### src/rtl/abs_diff_pkg.sv
// Shared definitions for the digit-serial absolute-difference engine.
package abs_diff_pkg;

  localparam int unsigned WidthDef = 8;
  localparam int unsigned DigitDef = 2;

  typedef enum logic [1:0] {
    StIdle,
    StSub,
    StNeg,
    StDone
  } state_e;

  function automatic int unsigned calc_ndig(input int unsigned width, input int unsigned digit);
    return width / digit;
  endfunction

  localparam int unsigned NdigDef = calc_ndig(WidthDef, DigitDef);

endpackage

### src/rtl/digit_add_slice.sv
// Combinational DIGIT-bit adder slice with carry in/out.
module digit_add_slice #(
  parameter int unsigned DIGIT = 2
) (
  input  logic [DIGIT-1:0] a_i,
  input  logic [DIGIT-1:0] b_i,
  input  logic             c_i,
  output logic [DIGIT-1:0] sum_o,
  output logic             c_o
);

  assign {c_o, sum_o} = {1'b0, a_i} + {1'b0, b_i} + {{DIGIT{1'b0}}, c_i};

endmodule

### src/rtl/abs_diff_seq_ctrl.sv
// Digit-serial |A-B|: subtract A-B one digit per cycle, then negate the
// partial result if the subtraction borrowed.
module abs_diff_seq_ctrl
  import abs_diff_pkg::*;
#(
  parameter int unsigned WIDTH = WidthDef,
  parameter int unsigned DIGIT = DigitDef
) (
  input  logic             clk,
  input  logic             rst,
  input  logic             start,
  input  logic [WIDTH-1:0] A,
  input  logic [WIDTH-1:0] B,
  output logic             busy,
  output logic             done,
  output logic [WIDTH-1:0] result
);

  localparam int unsigned NDIG = calc_ndig(WIDTH, DIGIT);
  localparam int unsigned IdxW = (NDIG > 1) ? $clog2(NDIG) : 1;
  localparam logic [IdxW-1:0] LastIdx = IdxW'(NDIG - 1);

  state_e           state_q, state_d;
  logic [IdxW-1:0]  idx_q, idx_d;
  logic             carry_q, carry_d;
  logic [WIDTH-1:0] a_q, a_d;
  logic [WIDTH-1:0] b_q, b_d;
  logic [WIDTH-1:0] res_q, res_d;

  logic [DIGIT-1:0] a_dig, b_dig, r_dig;
  logic [DIGIT-1:0] sl_a, sl_b, sl_sum;
  logic             sl_cout;
  logic             last_dig;

  always_comb begin
    a_dig = '0;
    b_dig = '0;
    r_dig = '0;
    for (int unsigned i = 0; i < NDIG; i++) begin
      if (idx_q == IdxW'(i)) begin
        a_dig = a_q[i*DIGIT +: DIGIT];
        b_dig = b_q[i*DIGIT +: DIGIT];
        r_dig = res_q[i*DIGIT +: DIGIT];
      end
    end
  end

  // SUB feeds A + ~B; NEG feeds ~R + 0, both with the running carry.
  assign sl_a     = (state_q == StNeg) ? ~r_dig : a_dig;
  assign sl_b     = (state_q == StNeg) ? '0 : ~b_dig;
  assign last_dig = (idx_q == LastIdx);

  digit_add_slice #(
    .DIGIT(DIGIT)
  ) u_slice (
    .a_i  (sl_a),
    .b_i  (sl_b),
    .c_i  (carry_q),
    .sum_o(sl_sum),
    .c_o  (sl_cout)
  );

  always_comb begin
    state_d = state_q;
    idx_d   = idx_q;
    carry_d = carry_q;
    a_d     = a_q;
    b_d     = b_q;
    res_d   = res_q;
    unique case (state_q)
      StIdle: begin
        if (start) begin
          a_d     = A;
          b_d     = B;
          res_d   = '0;
          idx_d   = '0;
          carry_d = 1'b1;
          state_d = StSub;
        end
      end
      StSub, StNeg: begin
        for (int unsigned i = 0; i < NDIG; i++) begin
          if (idx_q == IdxW'(i)) res_d[i*DIGIT +: DIGIT] = sl_sum;
        end
        carry_d = sl_cout;
        idx_d   = last_dig ? '0 : idx_q + IdxW'(1);
        if (last_dig) begin
          // No carry out of the subtraction means A < B: negate the result.
          if (state_q == StSub && !sl_cout) begin
            carry_d = 1'b1;
            state_d = StNeg;
          end else begin
            state_d = StDone;
          end
        end
      end
      StDone:  state_d = StIdle;
      default: state_d = StIdle;
    endcase
  end

  always_ff @(posedge clk or posedge rst) begin
    if (rst) begin
      state_q <= StIdle;
      idx_q   <= '0;
      carry_q <= 1'b0;
      a_q     <= '0;
      b_q     <= '0;
      res_q   <= '0;
    end else begin
      state_q <= state_d;
      idx_q   <= idx_d;
      carry_q <= carry_d;
      a_q     <= a_d;
      b_q     <= b_d;
      res_q   <= res_d;
    end
  end

  assign busy   = (state_q != StIdle);
  assign done   = (state_q == StDone);
  assign result = res_q;

endmodule

### config.mk
export PLATFORM = sky130hd
export DESIGN_NAME = abs_diff_seq_ctrl
export DESIGN_NICKNAME = d
export VERILOG_FILES = /design/src/rtl/abs_diff_pkg.sv /design/src/rtl/digit_add_slice.sv /design/src/rtl/abs_diff_seq_ctrl.sv
export SDC_FILE = /design/constraint.sdc
export NUM_CORES = 1
export LEC_CHECK = 0
export BUFFER_PORTS_ARGS = -buffer_cell sky130_fd_sc_hd__buf_2
export CAP_MARGIN = 25
export CORE_UTILIZATION = 61
export CTS_BUF_LIST = sky130_fd_sc_hd__clkbuf_8
export DETAILED_ROUTE_END_ITERATION = 10
export HOLD_SLACK_MARGIN = 0.08
export MAX_ROUTING_LAYER = met4
export PLACE_DENSITY = 0.9
export RECOVER_POWER = 25
export REMOVE_ABC_BUFFERS = 1
export SLEW_MARGIN = 25
export SYNTH_ARGS = -nofsm -noshare
export SYNTH_HDL_FRONTEND = slang
export SYNTH_SLANG_ARGS = --single-unit
export TNS_END_PERCENT = 10
### constraint.sdc
create_clock -name clk -period 5.3 [get_ports clk]
set_input_delay 0.53 -clock clk [delete_from_list [all_inputs] [get_ports clk]]
set_output_delay 0.53 -clock clk [all_outputs]
set_load 0.1 [all_outputs]
== Yosys cells after proc, flatten, opt, wreduce, memory -nomap -nowiden ==
Cells that the tools add are included.

* Add/subtract/negate cells: 3
* Multiplexer cells: 31
* Reductions and logical operators: 14
* Bitwise gates (word level): 2
* Equal/unequal tests: 11

{| class="wikitable"
|+ Operator list
! operator !! count
|-
| 2-bit two-way mux || 22
|-
| 8-bit one-hot mux with 2 select lines || 1
|-
| 3-bit AND reduction || 4
|-
| 2-bit != test, second input constant || 5
|-
| 2-bit equality test, second input constant || 4
|-
| 8-bit two-way mux || 1
|-
| 2-bit one-hot mux with 3 select lines || 1
|-
| 2-bit AND reduction || 3
|-
| 2-bit by 1-bit equality test with 1-bit output, second input constant || 2
|-
| 2-bit logical NOT || 2
|-
| 1-bit two-way mux || 4
|-
| 2-bit inverter || 2
|-
| 2-bit one-hot mux with 2 select lines || 1
|-
| 2-bit nonzero test || 2
|-
| 2-bit by 2-bit adder with 3-bit output || 1
|-
| 3-bit by 1-bit adder with 3-bit output || 1
|-
| 2-bit by 1-bit adder with 2-bit output, second input constant || 1
|-
| 1-bit one-hot mux with 2 select lines || 1
|-
| 2-bit OR reduction || 1
|-
| 1-bit logical AND || 1
|-
| 1-bit logical NOT || 1
|}

* Bits in registers: 29
* Input bits: 19
* Logic and storage cells: 70

== Depth between registers and ports, before layout ==
Gate-level depths: netlist of the first run.

* Depth in word-level cells: 14
* Mapped depth: 12
* Depth with buffers taken out: 11

== By module ==
From an unflattened synthesis of the first run, not the netlist that was laid out.

* Cells, all modules: 154
* Area, all modules: 1711.6 um^2

{| class="wikitable"
|+ Modules (own cells, without submodules)
! module !! area an instance (um^2) !! cells an instance !! instances
|-
| abs_diff_seq_ctrl || 1641.6 || 144 || 1
|-
| digit_add_slice || 70.1 || 10 || 1
|}

== Least setup slack after synthesis of the first run ==
No wires, ideal clock.

* Kind: reg2reg
* Start point: reg res_q[4] (netlist: result[4])
* End point: reg res_q[5] (netlist: result[5])
* Clock period less this slack: 2.815 ns
* Cell stages (with the launch flop): 9
* Buffers on the path: 0
* Data arrival time: 2.691 ns
* Required time: 5.177 ns
* Slack: 2.485 ns
* Cell sequence: dfrtp_1 a21o_1 a221oi_1 o22ai_1 fa_1 inv_1 fa_1 a31o_1 a22o_1

* Cells in the longest elaborated chain, start to end: 8

{| class="wikitable"
|+ Ends and longest elaborated chain
! item !! line !! source
|-
| from (decl) || abs_diff_seq_ctrl.sv:28 || <nowiki>logic [WIDTH-1:0] res_q, res_d;</nowiki>
|-
| from (signal assigned) || abs_diff_seq_ctrl.sv:116 || <nowiki>res_q <= res_d;</nowiki>
|-
| 2-bit two-way mux (2 in a row) || abs_diff_seq_ctrl.sv:40 || <nowiki>if (idx_q == IdxW'(i)) begin</nowiki>
|-
| 2-bit inverter || abs_diff_seq_ctrl.sv:49 || <nowiki>assign sl_a = (state_q == StNeg) ? ~r_dig : a_dig;</nowiki>
|-
| 2-bit two-way mux || abs_diff_seq_ctrl.sv:49 ||
|-
| 2-bit by 2-bit adder with 3-bit output || digit_add_slice.sv:12 || <nowiki>assign {c_o, sum_o} = {1'b0, a_i} + {1'b0, b_i} + {{DIGIT{1'b0}}, c_i};</nowiki>
|-
| 3-bit by 1-bit adder with 3-bit output || digit_add_slice.sv:12 ||
|-
| 2-bit two-way mux || abs_diff_seq_ctrl.sv:83 || <nowiki>if (idx_q == IdxW'(i)) res_d[i*DIGIT +: DIGIT] = sl_sum;</nowiki>
|-
| 8-bit one-hot mux with 2 select lines || abs_diff_seq_ctrl.sv:70 || <nowiki>unique case (state_q)</nowiki>
|}

No other way between the ends. The select of a mux whose other input is x is not followed.
A chain may end at the register's enable or synchronous reset.

== Final worst setup path of the first run ==
* Start point: reg idx_q[0]
* End point: reg res_q[5] (netlist: result[5])

* Cells in the longest elaborated chain, start to end: 11
* Elaborated cells on any way between the ends: 26
* Those cells by class: add/sub (2); eq/ne (4); mux (16); bitwise (2); reduce/logical (2)

{| class="wikitable"
|+ Ends and longest elaborated chain
! item !! line !! source
|-
| from (decl) || abs_diff_seq_ctrl.sv:24 || <nowiki>logic [IdxW-1:0] idx_q, idx_d;</nowiki>
|-
| from (signal assigned) || abs_diff_seq_ctrl.sv:112 || <nowiki>idx_q <= idx_d;</nowiki>
|-
| 2-bit logical NOT || abs_diff_seq_ctrl.sv:40 ||
|-
| 2-bit two-way mux (4 in a row) || abs_diff_seq_ctrl.sv:40 ||
|-
| 2-bit inverter (on tied branches) || abs_diff_seq_ctrl.sv:49, abs_diff_seq_ctrl.sv:50 ||
|-
| 2-bit two-way mux (on tied branches) || abs_diff_seq_ctrl.sv:49, abs_diff_seq_ctrl.sv:50 ||
|-
| 2-bit by 2-bit adder with 3-bit output || digit_add_slice.sv:12 ||
|-
| 3-bit by 1-bit adder with 3-bit output || digit_add_slice.sv:12 ||
|-
| 2-bit two-way mux || abs_diff_seq_ctrl.sv:83 ||
|-
| 8-bit one-hot mux with 2 select lines || abs_diff_seq_ctrl.sv:70 ||
|}

Parallel ways exist; a longest one is shown, timed or not. The select of a mux whose other input is x is not followed.

==> results of run 1 <==
## cell type report
cell class / instances / share of cell area [%]
Inverter: 14 / 2.75
Sequential cell: 29 / 38.0
Multi-Input combinational cell: 100 / 43.0
Clock buffer: 5 / 3.60
Clock inverter: 3 / 3.40
Tap cell: 30 / 1.96
Timing Repair Buffer: 28 / 7.33
## worst max-delay path, delay by kind of cell, from the launching register on
family                   cells  cell delay (ns)
adder cells (fa/ha/maj)      3             1.29
AO/OA/AOI/OAI                4             0.99
flip-flops                   1             0.42
buffers and inverters        3             0.33
## how the worst min path moves through the flow
stage / startpoint / endpoint / depth (start not counted)
after global routing: B[5] / b_q[5] / 2
final: A[0] / a_q[0] / 2
after CTS: B[3] / b_q[3] / 2
after detailed placement: b_q[7] / b_q[7] / 1
after floorplan: b_q[0] / b_q[0] / 1
after global placement: b_q[0] / b_q[0] / 1
## placed cells by master, fill, tap and decap left out, drive strengths merged, types with 2 or more instances in the layout
| cell | netlist | final |
|---|---|---|
| o31ai | 3 | 3 |
| a221oi | 5 | 5 |
| buf | 8 | 28 |
| clkbuf | 0 | 5 |
| a221o | 2 | 2 |
| nor2b | 7 | 7 |
| a31o | 3 | 3 |
| dfrtp | 29 | 29 |
| nor2 | 3 | 3 |
| nand2b | 5 | 5 |
| fa | 2 | 2 |
| mux2 | 16 | 16 |
| o22ai | 3 | 3 |
| a32o | 2 | 2 |
| o21a | 2 | 2 |
| nand2 | 6 | 6 |
| ha | 8 | 8 |
| a21oi | 7 | 7 |
| a32oi | 2 | 2 |
| a22o | 6 | 6 |
| a21o | 3 | 3 |
| o21ai | 8 | 8 |
| inv | 14 | 14 |
| nand3b | 3 | 3 |
| bufinv | 0 | 2 |
## kinds of logic after synthesis
family / Yosys count
AO/OA/AOI/OAI: 47
adder cells (fa/ha/maj): 10
buffers and inverters: 22
flip-flops: 29
multiplexers: 17
AND/OR/NAND/NOR: 26
## metrics by stage
step	area, sq um	hold slack, ns	setup WS (ns)
2_1_floorplan	1600	0.479	2.46
3_3_place_gp	1780	0.497	2.34
3_5_place_dp	1780	0.497	2.20
4_1_cts	1910	0.464	2.19
5_1_grt	1910	0.466	2.04
6_report	1910	0.472	2.16
## sequential cells by signal (all words and copies together) (netlist names)
name and cells:
a_q 8, idx_q 2, result 8, carry_q 1, b_q 8, state_q 2
## per-layer routing
| metal | share of wire, % | track usage [%] |
|---|---|---|
| met3 | 6.5 | 9.89 |
| met5 | 0 | - |
| met1 | 43 | 33.5 |
| met2 | 48 | 44.4 |
| met4 | 2.3 | 13.2 |
==> results.md, run 1 <==
- Status: complete, no violations
- Total gr overflow: 0
- Via Count: 1307
- Clock Latency Late Sink: just under 0.3 ns
- Final Slew Violations: 0
- Crit path required time: 5.48 ns
- Final ANT Viol Nets: 0
- CP dominant cell by count: inv_1
- Final Util: 75.8%
- RSZ-0062 raised after global routing: no
- EDFF count, synth: 0
- DRT Pass-1 Iters: 4
- Clock skew: 0.00373 ns
- Ant diodes: 0
- Post-Synth Simple-Gate Area: 8.86%
- Core area: 2520 sq um
- Rel. slew slack: 27.4%
- XOR/XNOR Fraction of Synth Area: 0%
- Primary FF master, synth: dfrtp_1
- Clock Sink Count: 29
- Setup bufs post-CTS: 0
- Synth top area share: 43.9%
- Worst Hold Class: in -> reg
- Commonest cells post-synth: dfrtp_1 (29), mux2_2 (16), inv_1 (14)
- Layout cells sized above 1: 30.2%
- Register area share after synthesis: 43.9%
- Crit Reg-Reg Startpoint: idx_q[0]
- Warnings, synthesis: 0
- Fillers: 178
- WL/cell: 17.0 um
- Initial Utilization: 65.5%
- Worst-path clk slew: 0.06 ns
- Reg2reg end: result[5]
- Hold Violations, Final: 0
- Routed vias/inst: ~6.3
- Post-DP HPWL: 2.51 mm
- CP arrival: 3.32 ns
- Initial antenna violation count: 0
- #FFs+latches synth: 29
- Compound-cell area share of the yosys netlist: 20.9%
- # rows: 18
- Crit Path Max Fanout: 14
- IO buf count: 28
- Cell taking the most area after synthesis: dfrtp_1
- Mapped Avg Cell Area: around 11 sq um
- F_max: 0.318 GHz
- Mapped Area: 1650 sq um
- Resize count post-CTS: 0
- Largest net degree at the start of global routing: 30
- Clock Tree Buf Depth: 2
- Mapped Cells: roughly 150
- Critical Path End: result[5]
- Vias in the first global route: 1213
- Io pins: 29
- Total GRT Usage: between 20% and 30%
- Final net count: 207
- Total die area: 2920 sq um
- CTS Buf Count: 5
- H-tree depth: 2
- CP endpoint kind: flip-flop
- Largest family of logic cells by synthesized area: compound AO/OA/AOI/OAI gates
- Die width: 54.1 um
- Leading post-synthesis cells by cell area: dfrtp_1 (44%), mux2_2 (11%), ha_1 (6.1%)
- 1st-iter DRT viols: 58
- Most common cell in the netlist: dfrtp_1
- Fin crit share: 59.3%
- Setup CP Type: reg -> reg
- Placed Cells: 201
- CP peak stage delay: 0.47 ns
- Tmin final: 3.14 ns
- CTS root buffer: clkbuf_8
- Mux cell area share after synthesis: between 10 and 15%
- Drc violations: 0
- Setup violations, final: 0
- P&R area growth vs syn: 15.7%
- First-pass GRT wire length: about 5.5 mm
- Area of the multi-input gates: 822 sq um
- Final wirelength: 3.56 mm
- Max cap viols: 0
- Total Neg Setup Slack: 0 ns
- Worst Setup SP: idx_q[0]
- Reg2reg setup slack: roughly 2.2 ns
- Slowest cell on the critical path: fa_1
- Critical-path cell list: inv_1 -> ha_1 -> inv_1 -> o21a_1 -> a221o_1 -> fa_1 -> inv_1 -> fa_1 -> a31o_1 -> a22o_1
- Worst Reg-to-Reg Cells: 10
- Adder-Cell Fraction of Synth Area: approximately 8.5%
- Startpoint Class: flip-flop
- Register Area: slightly above 700 sq um
- Die Y: 54.1 um
- Worst-margin pin slew: 1.09 ns
- TritonCTS clock tree: done
- Netlist cell types: 30
- Async SR Flop Fraction: 100%
- Final Non-Filler Cells: 209
- Hold_buf cts: 0
- RD Place Congestion: 0.931
Power of run 1 is not shown: default switching activity piles up to over one toggle a cycle in this logic, so the estimate is an artifact.
==> run 2: changes to the inputs <==
--- a/config.mk
+++ b/config.mk
@@ -7,12 +7,12 @@
 export LEC_CHECK = 0
 export BUFFER_PORTS_ARGS = -buffer_cell sky130_fd_sc_hd__buf_2
 export CAP_MARGIN = 25
-export CORE_UTILIZATION = 61
+export CORE_UTILIZATION = 57
 export CTS_BUF_LIST = sky130_fd_sc_hd__clkbuf_8
 export DETAILED_ROUTE_END_ITERATION = 10
 export HOLD_SLACK_MARGIN = 0.08
 export MAX_ROUTING_LAYER = met4
-export PLACE_DENSITY = 0.9
+export PLACE_DENSITY = 0.85
 export RECOVER_POWER = 25
 export REMOVE_ABC_BUFFERS = 1
 export SLEW_MARGIN = 25
==> constraint.sdc (replaced) <==
create_clock -name clk -period 3.2 [get_ports clk]
set_input_delay 0.32 -clock clk [delete_from_list [all_inputs] [get_ports clk]]
set_output_delay 0.32 -clock clk [all_outputs]
set_load 0.1 [all_outputs]
==> run 2 against run 1 <==
Compared with the run above:
- sequential cell count is the same
- wire length shrank 0.45%
- critical path depth did not move
- clock skew is 0.00064 ns higher
- design area grew 0.39%
- non-clock buffer count up 3
- worst setup slack got worse by 2.0 ns
- critical path type unchanged
- utilization decreased by 6.2 points
- hold slack lost 0.37 ns
- sequential share of layout area down 0.15 points
- global-route usage decreased by 3.5 points
- via count hardly changed
- highest routed layer unchanged
- critical endpoint unchanged
==> results.md, run 2 (synthesized netlist as in run 1, its figures left out) <==
- P&R area growth vs syn: 16.1%
- Final Slew Violations: 0 (unchanged)
- Setup CP Type: reg -> reg
- RSZ-0062 raised after global routing: no
- Final Non-Filler Cells: 213 (+1.9%)
- Fin crit share: 95.5% (+36 points)
- H-tree depth: 2 (unchanged)
- Worst-margin pin slew: 0.695 ns (-0.393 ns)
- CTS Buf Count: 5 (unchanged)
- Via Count: 1308 (+0.077%)
- Largest net degree at the start of global routing: 21 (-30%)
- Setup violations, final: 0 (unchanged)
- Setup bufs post-CTS: 0 (unchanged)
- First-pass GRT wire length: 5.83 mm (+5.4%)
- Total Neg Setup Slack: 0 ns (unchanged)
- Worst Hold Class: in -> async
- DRT Pass-1 Iters: 5 (+1)
- Worst Setup SP: idx_q[0]
- Layout cells sized above 1: 31.3% (+1.2 points)
- Status: complete, no violations
- Clock skew: 0.00437 ns (+0.000638 ns)
- Hold Violations, Final: 0 (unchanged)
- Startpoint Class: flip-flop
- Tmin final: 3.05 ns (-0.0905 ns)
- Max cap viols: 0 (unchanged)
- Total gr overflow: 0 (unchanged)
- F_max: 0.327 GHz (+3.0%)
- # rows: 19 (+1)
- IO buf count: 28 (unchanged)
- Initial Utilization: 59.9% (-5.6 points)
- Ant diodes: 0 (unchanged)
- Total die area: 3120 sq um (+6.8%)
- Slowest cell on the critical path: fa_1
- 1st-iter DRT viols: 50 (-14%)
- Final Util: 69.6% (-6.2 points)
- Bufs and invs on worst path: 3 (unchanged)
- WL/cell: 16.6 um (-2.3%)
- Resize count post-CTS: 0 (unchanged)
- Final ANT Viol Nets: 0 (unchanged)
- CP endpoint kind: flip-flop
- Crit path required time: 3.36 ns (-2.12 ns)
- Worst-path clk slew: 0.06 ns (about the same)
- Clock Tree Buf Depth: 2 (unchanged)
- Hold_buf cts: 0 (unchanged)
- Io pins: 29 (unchanged)
- Most frequent cells in the layout: dfrtp_1 (29), buf_2 (28), mux2_2 (16)
- Setup ws final: 0.146 ns (-2.01 ns)
- Critical-path cell list: inv_1 -> ha_2 -> inv_1 -> o21a_1 -> a221o_1 -> fa_1 -> inv_1 -> fa_1 -> a31o_1 -> a22o_1
- CP peak stage delay: 0.47 ns (about the same)
- Routed vias/inst: 6.14 (-1.8%)
- Post-DP HPWL: 2.60 mm (+3.5%)
- RD Place Congestion: 0.921 (-1.0%)
- Fillers: 204 (+15%)
- Reg2reg setup slack: 0.15 ns (-2.01 ns)
- Initial antenna violation count: 0 (unchanged)
- Final net count: 210 (+1.4%)
- Clock Sink Count: 29 (unchanged)
- CP dominant cell by count: inv_1
- Commonest non-fill, non-tap cell in the layout: dfrtp_1
- Core area: 2760 sq um (+9.3%)
- Die Y: 55.9 um (+3.3%)
- TritonCTS clock tree: done
- Die width: 55.9 um (+3.3%)
- Total GRT Usage: 25.2% (-3.5 points)
- CP arrival: 3.22 ns (-0.10 ns)
- CTS root buffer: clkbuf_8
- Crit Path Max Fanout: 14 (unchanged)
- Crit Reg-Reg Startpoint: idx_q[0]
- Clock Latency Late Sink: 0.28 ns (about the same)
- Placed Cells: 205 (+2.0%)
- Drc violations: 0 (unchanged)
- Final wirelength: 3.54 mm (-0.45%)
- Dpl ws: 0.0959 ns (-2.11 ns)
- CP delay by family, top: adder cells
- Rel. slew slack: 53.7% (+26 points)
- Vias in the first global route: 1316 (+8.5%)
==> run 2: path summary, 6_finish.rpt <==
kind                            depth (start not counted)        end
worst max-delay path                                   10  result[5]
worst min-delay path                                    2     b_q[1]
worst max register to register                         10  result[5]
worst min register to register                          1     b_q[0]
max in group asynchronous                               3  result[1]
min in group clk                                        2     a_q[1]
==> run 2: final cells by class <==
type                    count  area (sq um)  share of cell area (%)
flip-flops and latches     29           726                    37.8
inverters                  14          52.6                    2.74
well taps                  31          38.8                    2.02
clock inverters             2          33.8                    1.76
clock buffers               6          82.6                    4.30
multi-input cells         100           827                    43.1
repair buffers             31           159                    8.28
==> run 2: per-stage QoR <==
step	hold slack, ns	cell area (sq um)
2_1_floorplan	0.398	1600
3_3_place_gp	0.493	1790
3_5_place_dp	0.436	1810
4_1_cts	0.144	1930
5_1_grt	0.177	1920
6_report	0.104	1920
==> run 2: layer usage <==
layer | wire length [um] | GRT usage (%) | share of wire [%]
met1 | 1430 | 29.6 | 40
met5 | 0 | - | 0
met3 | 196 | 6.74 | 5.5
met2 | 1820 | 39.8 | 51
met4 | 92 | 13.6 | 2.6
Power of run 2 is left out for the same reason.
==> run 3: changes to the inputs <==
--- a/config.mk
+++ b/config.mk
@@ -7,16 +7,19 @@
 export LEC_CHECK = 0
 export BUFFER_PORTS_ARGS = -buffer_cell sky130_fd_sc_hd__buf_2
 export CAP_MARGIN = 25
-export CORE_UTILIZATION = 57
+export CORE_ASPECT_RATIO = 0.75
+export CORE_MARGIN = 8
+export CORE_UTILIZATION = 58
 export CTS_BUF_LIST = sky130_fd_sc_hd__clkbuf_8
 export DETAILED_ROUTE_END_ITERATION = 10
 export HOLD_SLACK_MARGIN = 0.08
 export MAX_ROUTING_LAYER = met4
-export PLACE_DENSITY = 0.85
+export PLACE_DENSITY = 0.86
 export RECOVER_POWER = 25
 export REMOVE_ABC_BUFFERS = 1
 export SLEW_MARGIN = 25
 export SYNTH_ARGS = -nofsm -noshare
 export SYNTH_HDL_FRONTEND = slang
+export SYNTH_HIERARCHICAL = 1
 export SYNTH_SLANG_ARGS = --single-unit
 export TNS_END_PERCENT = 10
==> run 3 against run 2 <==
Compared with the run above:
- utilization decreased by 0.97 points
- sequential cell count unchanged
- worst setup slack improved by 0.11 ns
- area after synthesis increased by 3.6%
- non-clock buffer count unchanged
- cell count increased by 4.2%
- die area increased by 59%
- clock skew increased by 0.0011 ns
- critical path depth unchanged
- synthesized cell count increased by 2.0%
- critical path type unchanged
==> results.md, run 3 <==
- H-tree depth: 2 (unchanged)
- Leading post-synthesis cells by cell area: dfrtp_1 (42%), mux2_4 (8.8%), ha_1 (5.8%)
- Worst-path clk slew: 0.06 ns (about the same)
- Warnings, synthesis: 6 (+6)
- 1st-iter DRT viols: 122 (+140%)
- CP delay by family, top: adder cells
- Crit Path Max Fanout: 17 (+3)
- Clock Latency Late Sink: 0.28 ns (about the same)
- WL/cell: 16.5 um (-0.70%)
- Clock skew: 0.00550 ns (+0.00113 ns)
- CTS root buffer: clkbuf_8
- Worst-margin pin slew: 1.08 ns (+0.388 ns)
- Startpoint Class: flip-flop
- Hold Violations, Final: 0 (unchanged)
- TritonCTS clock tree: done
- CP endpoint kind: flip-flop
- Synth top area share: 42.4% (-1.5 points)
- Mapped Area: 1710 sq um (+3.6%)
- IO buf count: 28 (unchanged)
- Resize count post-CTS: 0 (unchanged)
- EDFF count, synth: 0 (unchanged)
- Critical-path cell list: inv_1 -> ha_2 -> a21oi_1 -> a221oi_1 -> inv_1 -> fa_1 -> fa_1 -> inv_1 -> a31o_2 -> a22o_1
- Total Neg Setup Slack: 0 ns (unchanged)
- Bufs and invs on worst path: 3 (unchanged)
- Via Count: 1282 (-2.0%)
- CTS Buf Count: 5 (unchanged)
- Commonest cells post-synth: dfrtp_1 (29), inv_1 (20), mux2_4 (10)
- Async SR Flop Fraction: 100% (unchanged)
- Most frequent cells in the layout: dfrtp_1 (29), buf_2 (28), inv_1 (20)
- # rows: 17 (-2)
- Crit path required time: 3.37 ns (about the same)
- Drc violations: 0 (unchanged)
- Setup CP Type: reg -> reg
- DRT Pass-1 Iters: 4 (-1)
- Status: complete, no violations
- Ant diodes: 0 (unchanged)
- Mapped Cells: 154 (+2.0%)
- Io pins: 29 (unchanged)
- Final wirelength: 3.67 mm (+3.5%)
- Setup bufs post-CTS: 0 (unchanged)
- Fin crit share: 92.0% (-3.5 points)
- Final net count: 212 (+0.95%)
- Die Y: 63.0 um (+13%)
- Die width: 78.7 um (+41%)
- Commonest non-fill, non-tap cell in the layout: dfrtp_1
- P&R area growth vs syn: 15.1%
- RD Place Congestion: 0.850 (-7.7%)
- #FFs+latches synth: 29 (unchanged)
- Register area share after synthesis: 42.4% (-1.5 points)
- Largest net degree at the start of global routing: 30 (+43%)
- Met1 WL: 1.63 mm (+14%)
- Cell taking the most area after synthesis: dfrtp_1
- Total die area: 4960 sq um (+59%)
- Post-DP HPWL: 2.69 mm (+3.5%)
- CP arrival: 3.11 ns (-0.11 ns)
- CP peak stage delay: 0.50 ns (+0.03 ns)
- RSZ-0062 raised after global routing: no
- Final ANT Viol Nets: 0 (unchanged)
- F_max: 0.340 GHz (+3.8%)
- First-pass GRT wire length: 6.35 mm (+8.9%)
- Mapped Avg Cell Area: 11.1 sq um (+1.5%)
- Setup violations, final: 0 (unchanged)
- Total GRT Usage: 16.7% (-8.6 points)
- Max cap viols: 0 (unchanged)
- Hold_buf cts: 0 (unchanged)
- Slowest cell on the critical path: fa_1
- Total gr overflow: 0 (unchanged)
- Initial antenna violation count: 0 (unchanged)
- Worst Hold Class: in -> reg
- Clock Sink Count: 29 (unchanged)
- Highest routed layer: met4
- Routed vias/inst: 5.77 (-6.0%)
- Vias in the first global route: 1384 (+5.2%)
- Clock Tree Buf Depth: 2 (unchanged)
- Initial Utilization: 59.6% (-0.33 points)
- Primary FF master, synth: dfrtp_1
- Met3 wire len: 209 um (+6.6%)
- Netlist cell types: 34 (+13%)
- DR WL met2: 1.74 mm (-4.8%)
- Most common cell in the netlist: dfrtp_1
- Layout cells sized above 1: 34.2% (+2.9 points)
- CP dominant cell by count: inv_1
- Tmin final: 2.94 ns (-0.112 ns)
- Rel. slew slack: 27.7% (-26 points)
- Final Slew Violations: 0 (unchanged)
- Core area: 2870 sq um (+4.1%)
-- run 3: final cells by class --
cell class,instances,area [sq um]
clock inverter,1,5.00
sequential,29,726
multi-input combinational,96,858
inverter,20,75.1
clock buffer,7,96.3
fill,212,901
tap,38,47.5
timing repair buffer,31,163
-- run 3: cells by family (layout without fill, tap and decap cells) --
group	count (synthesis)	count (layout)	synth area share, %
buf+inv	29	59	8.04
mux	17	17	13.3
compound gates	44	44	19.2
simple gates	25	25	8.85
fa+ha+maj	10	10	8.19
flops	29	29	42.4
-- run 3: stage by stage --
step	std cells	hold WS [ns]	setup slack, ns	cell area, sq um	util (%)
after floorplan	145	0.398	0.393	1650	-
after global placement	214	0.493	0.266	1860	64.7
after detailed placement	214	0.492	0.0982	1860	64.7
after CTS	222	0.261	0.0694	1960	68.3
after global routing	222	0.261	0.0737	1970	68.6
final	222	0.267	0.257	1970	68.6
-- run 3: per-layer routing --
metal | up-vias | global-route usage [%]
met1 | 636 | 19.1
met4 | 0 | 9.68
met5 | - | -
met3 | 10 | 5.75
li1 | 601 | -
met2 | 35 | 24.7
-- run 3: worst paths after layout --
check	slack, ns	endpoint	from	cells after the start
setup / recovery	0.26	result[1]	idx_q[0]	10
hold / removal	0.27	a_q[1]	A[1]	2
setup reg to reg	0.26	result[1]	idx_q[0]	10
hold reg to reg	0.51	b_q[1]	b_q[1]	1
max in group asynchronous	2.25	result[0]	rst	2
min in group asynchronous	0.30	a_q[2]	rst	2
Power of run 3 is left out for the same reason.
